<file path="src/rtl/decoder_skid_stage_pkg.sv">
// rtl/decoder_skid_stage_pkg.sv - shared types and constants for the decode stage
// Purpose: decoder_signals control bundle, opcode encodings, default widths and
//          the immediate sign-extension helper used by the decoder.
// Ports:   none (package).
package decoder_skid_stage_pkg;

  localparam int DEF_INSTR_W = 16;
  localparam int DEF_PC_W    = 24;
  localparam int DEF_IMM_W   = 16;
  localparam int DEF_PERF_W  = 16;

  typedef enum logic [3:0] {
    OP_LOAD  = 4'h8,
    OP_STORE = 4'h9,
    OP_BEQ   = 4'hA,
    OP_BNE   = 4'hB
  } opcode_e;

  // Opcodes at or above this value do not write a register.
  localparam logic [3:0] OP_NOWB_BASE = 4'hC;

  typedef struct packed {
    logic [3:0] opcode;
    logic [3:0] rd;
    logic [3:0] rs;
    logic       reg_write;
    logic       mem_read;
    logic       mem_write;
    logic       branch;
  } decoder_signals;

  function automatic logic [DEF_IMM_W-1:0] sext8(input logic [7:0] v);
    return {{(DEF_IMM_W-8){v[7]}}, v};
  endfunction

endpackage

</file>
<file path="src/rtl/decoder_skid_stage_if.sv">
// rtl/decoder_skid_stage_if.sv - fetch-side and execute-side handshake bundle
// Purpose: groups the input (fetch) and output (execute) valid/ready streams.
// Ports:   in_valid/in_ready/instr_in/pc_in (fetch side),
//          out_valid/out_ready/control_signals_out/imm_out/pc_out (execute side).
//          master = environment view, slave = stage view.
interface decoder_skid_stage_if #(
  parameter int INSTR_W = 16,
  parameter int PC_W    = 24,
  parameter int IMM_W   = 16
) ();
  import decoder_skid_stage_pkg::*;

  logic               in_valid;
  logic               in_ready;
  logic [INSTR_W-1:0] instr_in;
  logic [PC_W-1:0]    pc_in;
  logic               out_valid;
  logic               out_ready;
  decoder_signals     control_signals_out;
  logic [IMM_W-1:0]   imm_out;
  logic [PC_W-1:0]    pc_out;

  modport master (
    output in_valid, instr_in, pc_in, out_ready,
    input  in_ready, out_valid, control_signals_out, imm_out, pc_out
  );

  modport slave (
    input  in_valid, instr_in, pc_in, out_ready,
    output in_ready, out_valid, control_signals_out, imm_out, pc_out
  );

endinterface

</file>
<file path="src/rtl/decoder.sv">
// rtl/decoder.sv - combinational instruction decoder
// Purpose: splits a 16-bit instruction into control signals and a sign-extended
//          8-bit immediate.
// Ports:   instr (in), sig (out, decoder_signals), imm (out).
module decoder
  import decoder_skid_stage_pkg::*;
(
  input  logic [DEF_INSTR_W-1:0] instr,
  output decoder_signals         sig,
  output logic [DEF_IMM_W-1:0]   imm
);

  logic [3:0] op;
  assign op = instr[15:12];

  always_comb begin
    sig           = '0;
    sig.opcode    = op;
    sig.rd        = instr[11:8];
    sig.rs        = instr[7:4];
    sig.reg_write = (op < OP_NOWB_BASE);
    sig.mem_read  = (op == OP_LOAD);
    sig.mem_write = (op == OP_STORE);
    sig.branch    = (op == OP_BEQ) || (op == OP_BNE);
    imm           = sext8(instr[7:0]);
  end

endmodule

</file>
<file path="src/rtl/decoder_skid_stage_skid_buffer2.sv">
// rtl/decoder_skid_stage_skid_buffer2.sv - generic 2-entry valid/ready register slice
// Purpose: head register drives the output, skid register absorbs the one extra
//          item accepted while the head is stalled; synchronous flush.
// Ports:   clk, rst, flush; in_valid/in_ready/in_data; out_valid/out_ready/out_data.
module skid_buffer2 #(
  parameter int W = 8
) (
  input  logic         clk,
  input  logic         rst,
  input  logic         flush,
  input  logic         in_valid,
  output logic         in_ready,
  input  logic [W-1:0] in_data,
  output logic         out_valid,
  input  logic         out_ready,
  output logic [W-1:0] out_data
);

  logic         head_valid, skid_valid;
  logic [W-1:0] head_data, skid_data;
  logic         accept, drain;

  // Ready depends only on skid occupancy, so out_ready never reaches in_ready.
  assign in_ready  = !skid_valid;
  assign out_valid = head_valid;
  assign out_data  = head_data;
  assign accept    = in_valid && in_ready;
  assign drain     = head_valid && out_ready;

  always_ff @(posedge clk) begin
    if (rst) begin
      head_valid <= 1'b0;
      skid_valid <= 1'b0;
      head_data  <= '0;
      skid_data  <= '0;
    end else if (flush) begin
      head_valid <= 1'b0;
      skid_valid <= 1'b0;
    end else if (!head_valid) begin
      head_valid <= accept;
      head_data  <= in_data;
    end else if (drain) begin
      if (skid_valid) begin
        // accept is impossible here since in_ready is low while the skid is full.
        head_data  <= skid_data;
        skid_valid <= 1'b0;
      end else begin
        head_valid <= accept;
        head_data  <= in_data;
      end
    end else if (accept) begin
      skid_valid <= 1'b1;
      skid_data  <= in_data;
    end
  end

endmodule

</file>
<file path="src/rtl/decoder_skid_stage.sv">
// rtl/decoder_skid_stage.sv - registered decode stage with skid buffer and stall counter
// Purpose: decodes instr_in, stores {sig, imm, pc} in a 2-entry slice and counts
//          back-pressured output cycles with a saturating counter.
// Ports:   clk, rst (sync, active-high), flush, bus (slave modport of
//          decoder_skid_stage_if), stall_count (out, PERF_W).
module decoder_skid_stage
  import decoder_skid_stage_pkg::*;
#(
  parameter int INSTR_W = 16,
  parameter int PC_W    = 24,
  parameter int IMM_W   = 16,
  parameter int PERF_W  = 16
) (
  input  logic                clk,
  input  logic                rst,
  input  logic                flush,
  decoder_skid_stage_if.slave bus,
  output logic [PERF_W-1:0]   stall_count
);

  typedef struct packed {
    decoder_signals   sig;
    logic [IMM_W-1:0] imm;
    logic [PC_W-1:0]  pc;
  } stage_entry_t;

  localparam int ENTRY_W = $bits(stage_entry_t);

  logic [INSTR_W-1:0] instr;
  decoder_signals     dec_sig;
  logic [IMM_W-1:0]   dec_imm;
  stage_entry_t       in_entry, out_entry;

  assign instr = bus.instr_in;

  decoder u_decoder (
    .instr (instr),
    .sig   (dec_sig),
    .imm   (dec_imm)
  );

  assign in_entry = '{sig: dec_sig, imm: dec_imm, pc: bus.pc_in};

  skid_buffer2 #(.W(ENTRY_W)) u_skid (
    .clk       (clk),
    .rst       (rst),
    .flush     (flush),
    .in_valid  (bus.in_valid),
    .in_ready  (bus.in_ready),
    .in_data   (in_entry),
    .out_valid (bus.out_valid),
    .out_ready (bus.out_ready),
    .out_data  (out_entry)
  );

  assign bus.control_signals_out = out_entry.sig;
  assign bus.imm_out             = out_entry.imm;
  assign bus.pc_out              = out_entry.pc;

  // A flush edge leaves the counter untouched even if the output was stalled.
  always_ff @(posedge clk) begin
    if (rst) begin
      stall_count <= '0;
    end else if (!flush && bus.out_valid && !bus.out_ready && (stall_count != '1)) begin
      stall_count <= stall_count + 1'b1;
    end
  end

endmodule

</file>
<file path="src/flat_wrapper.sv">
// flat-port wrapper written by rule: the top's interface ports become plain ports
module decoder_skid_stage_flat import decoder_skid_stage_pkg::*;
#(
  parameter int INSTR_W = 16,
  parameter int PC_W    = 24,
  parameter int IMM_W   = 16,
  parameter int PERF_W  = 16
)
  (clk, rst, flush, stall_count, bus_in_valid, bus_instr_in, bus_pc_in, bus_out_ready, bus_in_ready, bus_out_valid, bus_control_signals_out, bus_imm_out, bus_pc_out);
  decoder_skid_stage_if #(.INSTR_W(INSTR_W), .PC_W(PC_W), .IMM_W(IMM_W)) bus_i ();
  input  logic clk;
  input  logic rst;
  input  logic flush;
  output logic [PERF_W-1:0] stall_count;
  input wire logic [$bits(bus_i.in_valid)-1:0] bus_in_valid;
  input wire logic [$bits(bus_i.instr_in)-1:0] bus_instr_in;
  input wire logic [$bits(bus_i.pc_in)-1:0] bus_pc_in;
  input wire logic [$bits(bus_i.out_ready)-1:0] bus_out_ready;
  output wire logic [$bits(bus_i.in_ready)-1:0] bus_in_ready;
  output wire logic [$bits(bus_i.out_valid)-1:0] bus_out_valid;
  output wire logic [$bits(bus_i.control_signals_out)-1:0] bus_control_signals_out;
  output wire logic [$bits(bus_i.imm_out)-1:0] bus_imm_out;
  output wire logic [$bits(bus_i.pc_out)-1:0] bus_pc_out;
  assign bus_i.in_valid = bus_in_valid;
  assign bus_i.instr_in = bus_instr_in;
  assign bus_i.pc_in = bus_pc_in;
  assign bus_i.out_ready = bus_out_ready;
  assign bus_in_ready = bus_i.in_ready;
  assign bus_out_valid = bus_i.out_valid;
  assign bus_control_signals_out = bus_i.control_signals_out;
  assign bus_imm_out = bus_i.imm_out;
  assign bus_pc_out = bus_i.pc_out;
  decoder_skid_stage #(.INSTR_W(INSTR_W), .PC_W(PC_W), .IMM_W(IMM_W), .PERF_W(PERF_W)) u_core (.clk(clk), .rst(rst), .flush(flush), .bus(bus_i), .stall_count(stall_count));
endmodule
</file>
<file path="config.mk">
export PLATFORM = sky130hd
export DESIGN_NAME = decoder_skid_stage_flat
export DESIGN_NICKNAME = d
export VERILOG_FILES = /design/src/rtl/decoder_skid_stage_pkg.sv /design/src/rtl/decoder_skid_stage_if.sv /design/src/rtl/decoder.sv /design/src/rtl/decoder_skid_stage_skid_buffer2.sv /design/src/rtl/decoder_skid_stage.sv /design/src/flat_wrapper.sv
export SDC_FILE = /design/constraint.sdc
export NUM_CORES = 1
export LEC_CHECK = 0
export ABC_AREA = 1
export BUFFER_PORTS_ARGS = -buffer_cell sky130_fd_sc_hd__buf_2
export CAP_MARGIN = 20
export CORE_ASPECT_RATIO = 0.9
export CORE_MARGIN = 2
export CORE_UTILIZATION = 47
export CTS_CLUSTER_DIAMETER = 120
export DETAILED_ROUTE_END_ITERATION = 10
export PLACE_DENSITY = 0.72
export SYNTH_ARGS = -nofsm -noshare
export SYNTH_HDL_FRONTEND = slang
export SYNTH_SLANG_ARGS = --single-unit
</file>
<file path="constraint.sdc">
create_clock -name clk -period 2.6 [get_ports clk]
set_input_delay 0.26 -clock clk [delete_from_list [all_inputs] [get_ports clk]]
set_output_delay 0.26 -clock clk [all_outputs]
set_load 0.02 [all_outputs]
</file>
==> results of run 1 <==
-- worst max-delay path, stage by stage (launching register included) --
cell     delay, ns
dfxtp_1       0.42
nand2_2       0.14
nor2_8        0.14
inv_2         0.08
nor2_4        0.23
inv_2         0.33
o21ai_0       0.25
a21oi_1       0.05
-- state kept, by name, indices dropped and copies added (netlist names) --
name                      flops
u_core.u_skid.skid_data      44
u_core.u_skid.out_data       44
u_core.stall_count           16
u_core.u_skid.out_valid       1
u_core.u_skid.skid_valid      1
-- stage by stage --
step	hold slack (ns)	area [um2]	power [W]
after floorplan	0.3291	4507	0.001979
after global placement	0.4368	5012	0.002096
after detailed placement	0.4478	5012	0.002102
after CTS	0.1063	5204	0.003102
after global routing	0.1115	5204	0.003197
final	0.1114	5204	0.003077
-- power by group through the flow --
stage          clock network, W  registers, W  logic [W]
6_report                0.00101       0.00172   0.000349
5_1_grt                 0.00109       0.00172   0.000384
4_1_cts                 0.00103       0.00172   0.000351
3_5_place_dp                  0       0.00175   0.000349
3_3_place_gp                  0       0.00175   0.000345
2_1_floorplan                 0       0.00181   0.000166
-- per-layer routing --
| metal | track usage, % | wire length, um | share of wire (%) | vias up |
|---|---|---|---|---|
| met4 | 6.094 | 104 | 0.96 | 0 |
| li1 | - | - | - | 2174 |
| met2 | 32.91 | 4862 | 45 | 113 |
| met5 | 0 | 0 | 0 | - |
| met1 | 28.52 | 5284 | 49 | 1963 |
| met3 | 3.437 | 638 | 5.9 | 8 |
-- layout by cell type (no fill, tap or decap) --
master	instances
o21ai_1	26
nand3b_1	1
clkinv_4	1
buf_2	118
clkinvlp_4	2
bufinv_16	1
o21ai_0	61
inv_6	1
buf_12	1
o21ai_4	1
ha_1	1
clkbuf_8	9
a2111oi_0	1
nor2_1	106
xnor2_1	2
nand2_2	3
xor2_1	4
nor3_1	1
dfxtp_1	106
nor2_4	2
clkinv_2	1
nand4_1	5
buf_4	5
nand2_1	98
inv_1	19
nor2_8	1
nor2_2	1
a21oi_1	104
inv_2	4
o211ai_1	1
nand3_1	13
a211oi_1	1
-- cells in the mapped netlist, drive strengths merged --
cell	instances
inv	23
clkbuf	16
a2111oi	1
nand2	101
o211ai	1
ha	1
o21ai	88
nand3b	1
a211oi	1
nor2	110
nor3	1
buf	33
a21oi	104
dfxtp	106
nand4	5
xor2	4
xnor2	2
nand3	13
-- how the worst max path moves through the flow --
stage | start | endpoint | cells past startpoint
6_report | u_core.u_skid.out_valid$_SDFF_PP0_ | u_core.u_skid.skid_data[41]$_SDFFE_PP0P_ | 7
5_1_grt | u_core.u_skid.out_valid$_SDFF_PP0_ | u_core.u_skid.skid_data[41]$_SDFFE_PP0P_ | 7
2_1_floorplan | u_core.stall_count[0]$_SDFFE_PP0P_ | u_core.stall_count[11]$_SDFFE_PP0P_ | 9
4_1_cts | u_core.u_skid.out_valid$_SDFF_PP0_ | u_core.u_skid.skid_data[41]$_SDFFE_PP0P_ | 7
3_3_place_gp | bus_out_ready | u_core.u_skid.skid_data[41]$_SDFFE_PP0P_ | 9
3_5_place_dp | bus_out_ready | u_core.u_skid.skid_data[41]$_SDFFE_PP0P_ | 9
-- area by class of cell --
type | count | area (um2)
clock inverter | 6 | 67.56
inverter | 23 | 86.33
multi-input combinational | 433 | 2003
fill | 887 | 4004
clock buffer | 9 | 123.9
timing repair buffer | 124 | 648.1
tap | 122 | 152.6
sequential | 106 | 2122
-- cells by family (layout without fill, tap and decap cells) --
family / count (synthesis) / count (layout) / share of synthesized area (%)
compound gates: 195 / 195 / 22.10
xor+xnor: 6 / 6 / 1.166
fa+ha+maj: 1 / 1 / 0.2776
buf+inv: 72 / 162 / 8.523
flops: 106 / 106 / 47.09
simple gates: 231 / 231 / 20.85
==> summary.md, run 1 <==
| Metric | Value |
|---|---|
| Sw power | 0.0008301 W |
| Core Util, Final | between 50% and 60% |
| Synthesis-stage register bit count | 106 |
| CTS root buf | clkbuf_8 |
| Synth unique cells | 30 |
| Actual slew at the worst max-slew pin | 0.7515 ns |
| WL final | 10890 um |
| Final period util | a little under 70% |
| NumNets Final | 743 |
| Reg2reg path depth | 7 |
| Number of CTS-inserted buffers | 9 |
| Nature of the critical path endpoint | flip-flop |
| Initial antenna violation count | 0 |
| Area delta synth->final | 15.46% |
| R2r startpoint | u_core.u_skid.out_valid$_SDFF_PP0_ |
| P_leak | 2.301 nW |
| GRT Util Overall | 20.60% |
| Max-slew violations | 0 |
| CTS resizes | 0 |
| Largest area contributor in the netlist | dfxtp_1 |
| Core box area | 9208 um2 |
| Max-slew headroom | 49.90% |
| Largest cells by area after synthesis | dfxtp_1 (47%), a21oi_1 (12%), nor2_1 (8.8%), nand2_1 (8.2%), o21ai_0 (6.8%) |
| Crit Path Max Fanout | 41 |
| Comb pwr share | approximately 11% |
| Critical setup path kind | flip-flop to flip-flop |
| Chip width | 107.2 um |
| Hold EP | u_core.u_skid.skid_valid$_SDFFE_PP0P_ |
| First-pass GRT wire length | 17900 um |
| Top cell type's share of synthesized area | between 40% and 50% |
| Die Height | ~97 um |
| Clock sink count | 106 |
| Hold_buf cts | 0 |
| Crit start category | flip-flop |
| IR Drop Worst-Case VDD | 313.5 uV |
| Gp weighted congestion | roughly 0.8 |
| Worst endpoint required time | about 2.8 ns |
| Post-Layout Cell Count | 823 |
| Router iterations before antenna repair | 4 |
| Post-CTS Setup Inserts | 0 |
| Sequential share of the synthesized area | 47.08% |
| Max Cap Viol | 0 |
| Drt first-iter violations | slightly below 200 |
| Setup-failing EPs final | 0 |
| DRC | 0 |
| Wire per inst | about 13 um |
| Layout cells sized above 1 | 21.54% |
| Placed Cells | just over 800 |
| Final worst slack | just under 0.8 ns |
| Post-Syn Area | 4507 um2 |
| Worst slack, placed | approximately 0.81 ns |
| Post-route ant nets | 0 |
| Arr. time, crit path | 2.03 ns |
| Hold path cells | 2 |
| FMAX | 552.4 MHz |
| Min-delay src | bus_out_ready |
| Initial Utilization | 48.95% |
| Ant. Diodes | 0 |
| Synth warnings | 0 |
| Vias | 4258 |
| R2R setup slack | 0.79 ns |
| Unrepaired setup endpoints after global routing | no |
| IO Pins | 119 |
| Clk buf depth | 2 |
| PortBufs | between 100 and 150 |
| Dpl hpwl | about 7200 um |
| Mean Syn Cell Area | 7.376 um2 |
| Clock share of power | 32.9% |
| CTS tree | yes |
| Synthesized net count | 657 |
| Total negative slack | 0 ns |
| Min cycle time layout | approximately 1.8 ns |
| Status | finished, final reports clean |
| # H-tree levels | 3 |
| Total global routing overflow | 0 |
| Sw Ratio | 26.98% |
| Clock Pin Slew Worst Setup and Hold Paths | 0.11 ns |
| Setup Skew | 0.01318 ns |
| PD cells | 591.4 nW/um2 |
| Worst r2r dst | u_core.u_skid.skid_data[41]$_SDFFE_PP0P_ |
| Syn Inst Count | 611 |
| Vias/cell | 5.174 |
| Hold crit path type | input pin to flip-flop |
| Internal power | 0.002247 W |
| Clock latency on the worst-skew pair | about 0.36 ns |
| Largest net degree at the start of global routing | 48 |
| Final Hold Vio Count | 0 |
| Die ar. | 10390 um2 |
| Vias in the first global route | 3931 |
| Seq pwr share | 55.8% |
| Core Rows | 33 |
Note: power is estimated with default switching activity, not from simulation.
==> run 2: changes to the inputs <==
PLACE_DENSITY = 0.75   (was 0.72)
clock period = 1.5 ns   (was 2.6 ns; I/O delays follow)
==> run 2 against run 1 <==
Effect of this change: largest power group unchanged; combinational power is 84% higher; setup slack worse by 0.74 ns; worst hold slack worse by 0.10 ns; sequential share of layout area is 2.3 points lower; sequential power is 73% higher; critical path depth stayed put; count of clock-buffer cells in the layout is 1 higher; via count is 6.5% higher.
==> summary.md, run 2 (synthesis gave the netlist of run 1 again) <==
| Metric | Value |
|---|---|
| Status | finished, final reports clean |
| Final non-filler cell area | 5532 um2 |
| Worst endpoint required time | 1.80 ns |
| Drt first-iter violations | between 200 and 300 |
| Arr. time, crit path | roughly 1.8 ns |
| Chip width | 107.2 um |
| R2R setup slack | 0.05 ns |
| Crit Path Max Fanout | 10 |
| IO Pins | 119 |
| Number of CTS-inserted buffers | 9 |
| First-pass GRT wire length | between 15000 and 20000 um |
| # H-tree levels | 3 |
| Vias in the first global route | 4192 |
| Core Rows | 33 |
| IR Drop Worst-Case VDD | 723.6 uV |
| CTS tree | yes |
| Wire per inst | 13.67 um |
| Final Hold Vio Count | 0 |
| Initial antenna violation count | 0 |
| Gp weighted congestion | 0.8122 |
| Reg2reg path depth | 7 |
| Cell Area, Placed | 5325 um2 |
| Post-CTS Setup Inserts | 0 |
| Setup Skew | 0.01036 ns |
| Actual slew at the worst max-slew pin | ~0.34 ns |
| Worst r2r dst | u_core.stall_count[4]$_SDFFE_PP0P_ |
| Largest net degree at the start of global routing | between 40 and 50 |
| Min-delay src | bus_out_ready |
| Vias | around 4500 |
| Clk buf depth | 2 |
| Placed Cells | 837 |
| Max-slew violations | 0 |
| Core Util, Final | approximately 60% |
| Commonest cells after routing, fill and taps aside | buf_2 (118), a21oi_1 (104), dfxtp_1 (103), nor2_1 (102), nand2_1 (96) |
| Area of the multi-input gates | 2026 um2 |
| Router iterations before antenna repair | 4 |
| Setup-failing EPs final | 0 |
| Layout cells sized above 1 | 26.13% |
| Final period util | a little over nine tenths |
| Clock sink count | roughly 110 |
| CTS root buf | clkbuf_8 |
| PortBufs | roughly 120 |
| Min cycle time layout | about 1.4 ns |
| R2r startpoint | u_core.stall_count[0]$_SDFFE_PP0P_ |
| Max-slew headroom | between 70 and 80% |
| DRC | 0 |
| FMAX | approximately 700 MHz |
| Ant. Diodes | 0 |
| PD cells | about 950 nW/um2 |
| WL final | 11660 um |
| Core box area | ~9200 um2 |
| Hold crit path type | input pin to flip-flop |
| Post-Layout Cell Count | about 850 |
| Hold path cells | 2 |
| Total global routing overflow | 0 |
| Critical setup path kind | flip-flop to flip-flop |
| Unrepaired setup endpoints after global routing | yes |
| Die ar. | 10390 um2 |
| Fillcell total | 854 |
| Crit start category | flip-flop |
| Clock Pin Slew Worst Setup and Hold Paths | ~0.090 ns |
| P_leak | 2.480 nW |
| NumNets Final | 772 |
| Area delta synth->final | 22.74% |
| Most common cell after layout, fill and taps aside | buf_2 |
| Hold_buf cts | 0 |
| Dpl hpwl | between 7000 and 8000 um |
| Setup crit start | u_core.stall_count[0]$_SDFFE_PP0P_ |
| GRT Util Overall | 22.17% |
| Nature of the critical path endpoint | flip-flop |
| Hold EP | u_core.u_skid.skid_valid$_SDFFE_PP0P_ |
| Max Cap Viol | 0 |
| Register area | 2128 um2 |
| Vias/cell | 5.318 |
| Clock latency on the worst-skew pair | around 0.37 ns |
| Die Height | 96.90 um |
| Initial Utilization | 48.95% |
| Post-route ant nets | 0 |
[run 2: cell count changes in the layout (fill, tap and decap cells not counted), sizes merged]
cell,change
buf,+29
bufinv,-1
clkbuf,+1
clkinv,-1
inv,+2
[run 2: how the worst max path moves through the flow]
stage	end	slack (ns)
6_report	u_core.stall_count[4]$_SDFFE_PP0P_	0.05
5_1_grt	u_core.stall_count[7]$_SDFFE_PP0P_	-0.06
4_1_cts	u_core.stall_count[13]$_SDFFE_PP0P_	0.02
3_5_place_dp	u_core.stall_count[13]$_SDFFE_PP0P_	0.02
3_3_place_gp	u_core.stall_count[15]$_SDFFE_PP0P_	0.1
2_1_floorplan	u_core.stall_count[11]$_SDFFE_PP0P_	0.02
[run 2: repair_timing]
action | 4_1_cts | 5_1_grt
setup endpoints to repair | 1 | 15
cloned | 0 | 0
pin swaps | 1 | 3
hold endpoints to repair | 0 | 0
resized for setup | 2 | 7
[run 2: per-stage QoR]
step / hold WS [ns] / setup TNS, ns / total power, W / setup slack [ns]
after floorplan: 0.2191 / 0 / 0.003430 / 0.02010
after global placement: 0.3899 / 0 / 0.003662 / 0.09609
after detailed placement: 0.3962 / 0 / 0.003676 / 0.01510
after CTS: 0.0005777 / 0 / 0.005320 / 0.01732
after global routing: 0.01087 / -0.4038 / 0.005510 / -0.06390
final: 0.009197 / 0 / 0.005277 / 0.05015
[run 2: final cells by class]
| class | instances | area share [%] |
|---|---|---|
| tap | 122 | 2.760 |
| clock buffer | 10 | 2.488 |
| sequential | 106 | 38.48 |
| inverter | 23 | 1.561 |
| clock inverter | 6 | 0.8595 |
| multi-input combinational | 433 | 36.62 |
| timing repair buffer | 153 | 17.24 |
[run 2: metal layers]
| layer | GRT usage (%) | routed length, um | part of all wire, % | vias to the layer above |
|---|---|---|---|---|
| li1 | - | - | - | 2242 |
| met1 | 28.99 | 5202 | 45 | 2127 |
| met2 | 37.10 | 5588 | 48 | 148 |
| met3 | 4.111 | 697 | 6.0 | 19 |
| met4 | 6.494 | 172 | 1.5 | 0 |
| met5 | 0 | 0 | 0 | - |
[run 2: worst max-delay path, cell delays in order, from the launching register on]
cell,delay (ns)
dfxtp_4,0.36
ha_2,0.17
nand2_1,0.07
nor2_2,0.13
nand2_2,0.12
o21ai_4,0.28
nand2_1,0.11
a21oi_1,0.14
[run 2: report_power, final]
group	leakage [nW]	internal (W)	switching, W
clock network	0.0898	0.000665	0.000997
registers	0.868	0.00292	0.0000552
logic	1.52	0.000230	0.000412
==> run 3: changes to the inputs <==
CELL_PAD_IN_SITES_DETAIL_PLACEMENT = 2   (was not set)
CELL_PAD_IN_SITES_GLOBAL_PLACEMENT = 2   (was not set)
CORE_UTILIZATION = 26   (was 47)
PLACE_DENSITY = not set   (was 0.75)
PLACE_DENSITY_LB_ADDON = 0.1   (was not set)
==> run 3 against run 2 <==
Effect of this change: clock power is 46% higher; register-to-register slack about the same; sequential share of layout area shrank 3.3 points; count of clock-buffer cells in the layout is 1 higher; routed wire length increased by 43%; design area is 9.5% higher; combinational power increased by 7.3%; largest cell class unchanged; first-iteration DRC count is 40% lower; clock skew decreased by 0.0047 ns; die area increased by 77%; critical endpoint is now u_core.u_skid.skid_data[3]$_SDFFE_PP0P_.
==> summary.md, run 3 (synthesis gave the netlist of run 1 again) <==
| Metric | Value |
|---|---|
| FMAX | 684.3 MHz |
| Seq pwr share | 48.9% |
| First-pass GRT wire length | 26170 um |
| Final period util | 97.43% |
| Nature of the critical path endpoint | flip-flop |
| Clock share of power | 39.8% |
| GRT Util Overall | between 10% and 20% |
| Max Cap Viol | 0 |
| Drt first-iter violations | between 150 and 200 |
| Final Hold Vio Count | 0 |
| Min cycle time layout | 1.461 ns |
| Setup Skew | 0.005677 ns |
| Comb pwr share | a little under an eighth |
| Vias | 4688 |
| Worst slack, placed | -0.04272 ns |
| Crit Path Max Fanout | 6 |
| Core box area | 16950 um2 |
| CTS root buf | clkbuf_16 |
| Commonest cells after routing, fill and taps aside | buf_2 (118), a21oi_1 (104), dfxtp_1 (103), nand2_1 (94), nor2_1 (80) |
| Initial antenna violation count | 1 |
| CP max-delay cell | dfxtp_2 |
| Internal power | 0.004492 W |
| Core Util, Final | 35.75% |
| Total negative slack | 0 ns |
| Router iterations before antenna repair | 4 |
| Gp weighted congestion | ~0.7 |
| Clk buf depth | 2 |
| IR Drop Worst-Case VDD | about 660 uV |
| Total global routing overflow | 0 |
| Die Height | 128.9 um |
| Critical setup path kind | flip-flop to flip-flop |
| Clock Pin Slew Worst Setup and Hold Paths | 0.07 ns |
| Clock sink count | 106 |
| CTS tree | yes |
| Sw power | 0.001601 W |
| Layout cells sized above 1 | 31.42% |
| DRC | 0 |
| Arr. time, crit path | 1.71 ns |
| Clock latency on the worst-skew pair | 0.35 ns |
| Setup-failing EPs final | 0 |
| Crit-path most repeated cell | nor2_1 |
| Initial Utilization | 26.59% |
| Crit start category | flip-flop |
| Chip width | 142.8 um |
| Number of CTS-inserted buffers | 9 |
| Die ar. | about 18000 um2 |
| Final worst slack | 0.03856 ns |
| # H-tree levels | 3 |
| Sw Ratio | 26.28% |
| Hold_buf cts | 0 |
| Post-Layout Cell Count | roughly 980 |
| Dpl hpwl | 11130 um |
| Actual slew at the worst max-slew pin | 0.4227 ns |
| P_leak | 2.662 nW |
| Hold crit path type | input pin to flip-flop |
| Most common cell after layout, fill and taps aside | buf_2 |
| Core Rows | between 40 and 50 |
| PortBufs | 118 |
| Vias in the first global route | 4941 |
| Wire per inst | 16.99 um |
| PD cells | approximately 1000 nW/um2 |
| IO Pins | 119 |
| Vias/cell | 4.769 |
| Ant. Diodes | 0 |
| Max incr delay on CP | 0.35 ns |
| Worst endpoint required time | 1.75 ns |
| Crit path cell chain | nand2_4 -> nor2_8 -> inv_4 -> nor2_4 -> clkinv_4 -> buf_4 -> nor2_1 -> nor2_1 |
| NumNets Final | between 700 and 800 |
| WL final | 16700 um |
| Largest net degree at the start of global routing | 94 |
| Max-slew headroom | 71.82% |
| Post-route ant nets | 0 |
| Unrepaired setup endpoints after global routing | yes |
| Status | finished, final reports clean |
| Placed Cells | 958 |
| Area delta synth->final | 34.45% |
| Max-slew violations | 0 |
==> run 3: changes by cell type in the layout (fill, tap and decap cells not counted), sizes merged <==
| cell | delta |
|---|---|
| buf | +15 |
| clkinv | +4 |
| inv | -4 |
| clkbuf | +3 |
| clkinvlp | -2 |
| bufinv | +1 |
==> run 3: power by group through the flow <==
stage                     registers (W)  clock network, W  logic [W]
after floorplan                 0.00314                 0   0.000288
after global placement          0.00304                 0   0.000656
after detailed placement        0.00304                 0   0.000676
after CTS                       0.00298           0.00252   0.000681
after global routing            0.00299           0.00263   0.000761
final                           0.00298           0.00243   0.000689
==> run 3: cell type report <==
class | instances | area (um2)
Clock inverter | 5 | 53.80
Tap cell | 235 | 294.0
Fill cell | 1999 | 10890
Timing Repair Buffer | 170 | 1120
Clock buffer | 11 | 242.7
Multi-Input combinational cell | 433 | 2125
Inverter | 23 | 93.84
Sequential cell | 106 | 2131
==> run 3: worst paths after layout <==
path                                                 start                                      end  slack, ns  depth (start not counted)
setup / recovery        u_core.u_skid.out_valid$_SDFF_PP0_  u_core.u_skid.skid_data[3]$_SDFFE_PP0P_       0.04                          8
hold / removal                               bus_out_ready    u_core.u_skid.skid_valid$_SDFFE_PP0P_       0.03                          2
setup reg to reg        u_core.u_skid.out_valid$_SDFF_PP0_  u_core.u_skid.skid_data[3]$_SDFFE_PP0P_       0.04                          8
hold reg to reg   u_core.u_skid.skid_data[12]$_SDFFE_PP0P_  u_core.u_skid.out_data[12]$_SDFFE_PP0P_       0.47                          2
==> run 3: metrics by stage <==
stage,instance area [um2],total power (W),hold slack (ns)
finish,6060,0.006093,0.03255
CTS,5819,0.006178,0.01803
detailed placement,5514,0.003720,0.3981
floorplan,4514,0.003430,0.2191
global route,6060,0.006383,0.02337
global placement,5514,0.003693,0.3742
==> run 3: worst max-delay path: cells and delay by family, from the launching register on <==
kind / cells / cell delay, ns
buffers and inverters: 3 / 0.42
AND/OR/NAND/NOR: 5 / 0.58
flip-flops: 1 / 0.35
==> run 3: routing by layer <==
layer	vias up	track usage, %	wire length, um
li1	2270	-	-
met1	2332	23.85	8039
met2	76	30.46	7988
met3	10	3.759	541
met4	0	3.844	130
met5	-	0	0
==> run 3: what timing repair did <==
action                     CTS  global route
setup buffers                0             8
setup endpoints to repair   15            48
gates cloned                 0             2
pin swaps                    0             8
resized for setup            3            50
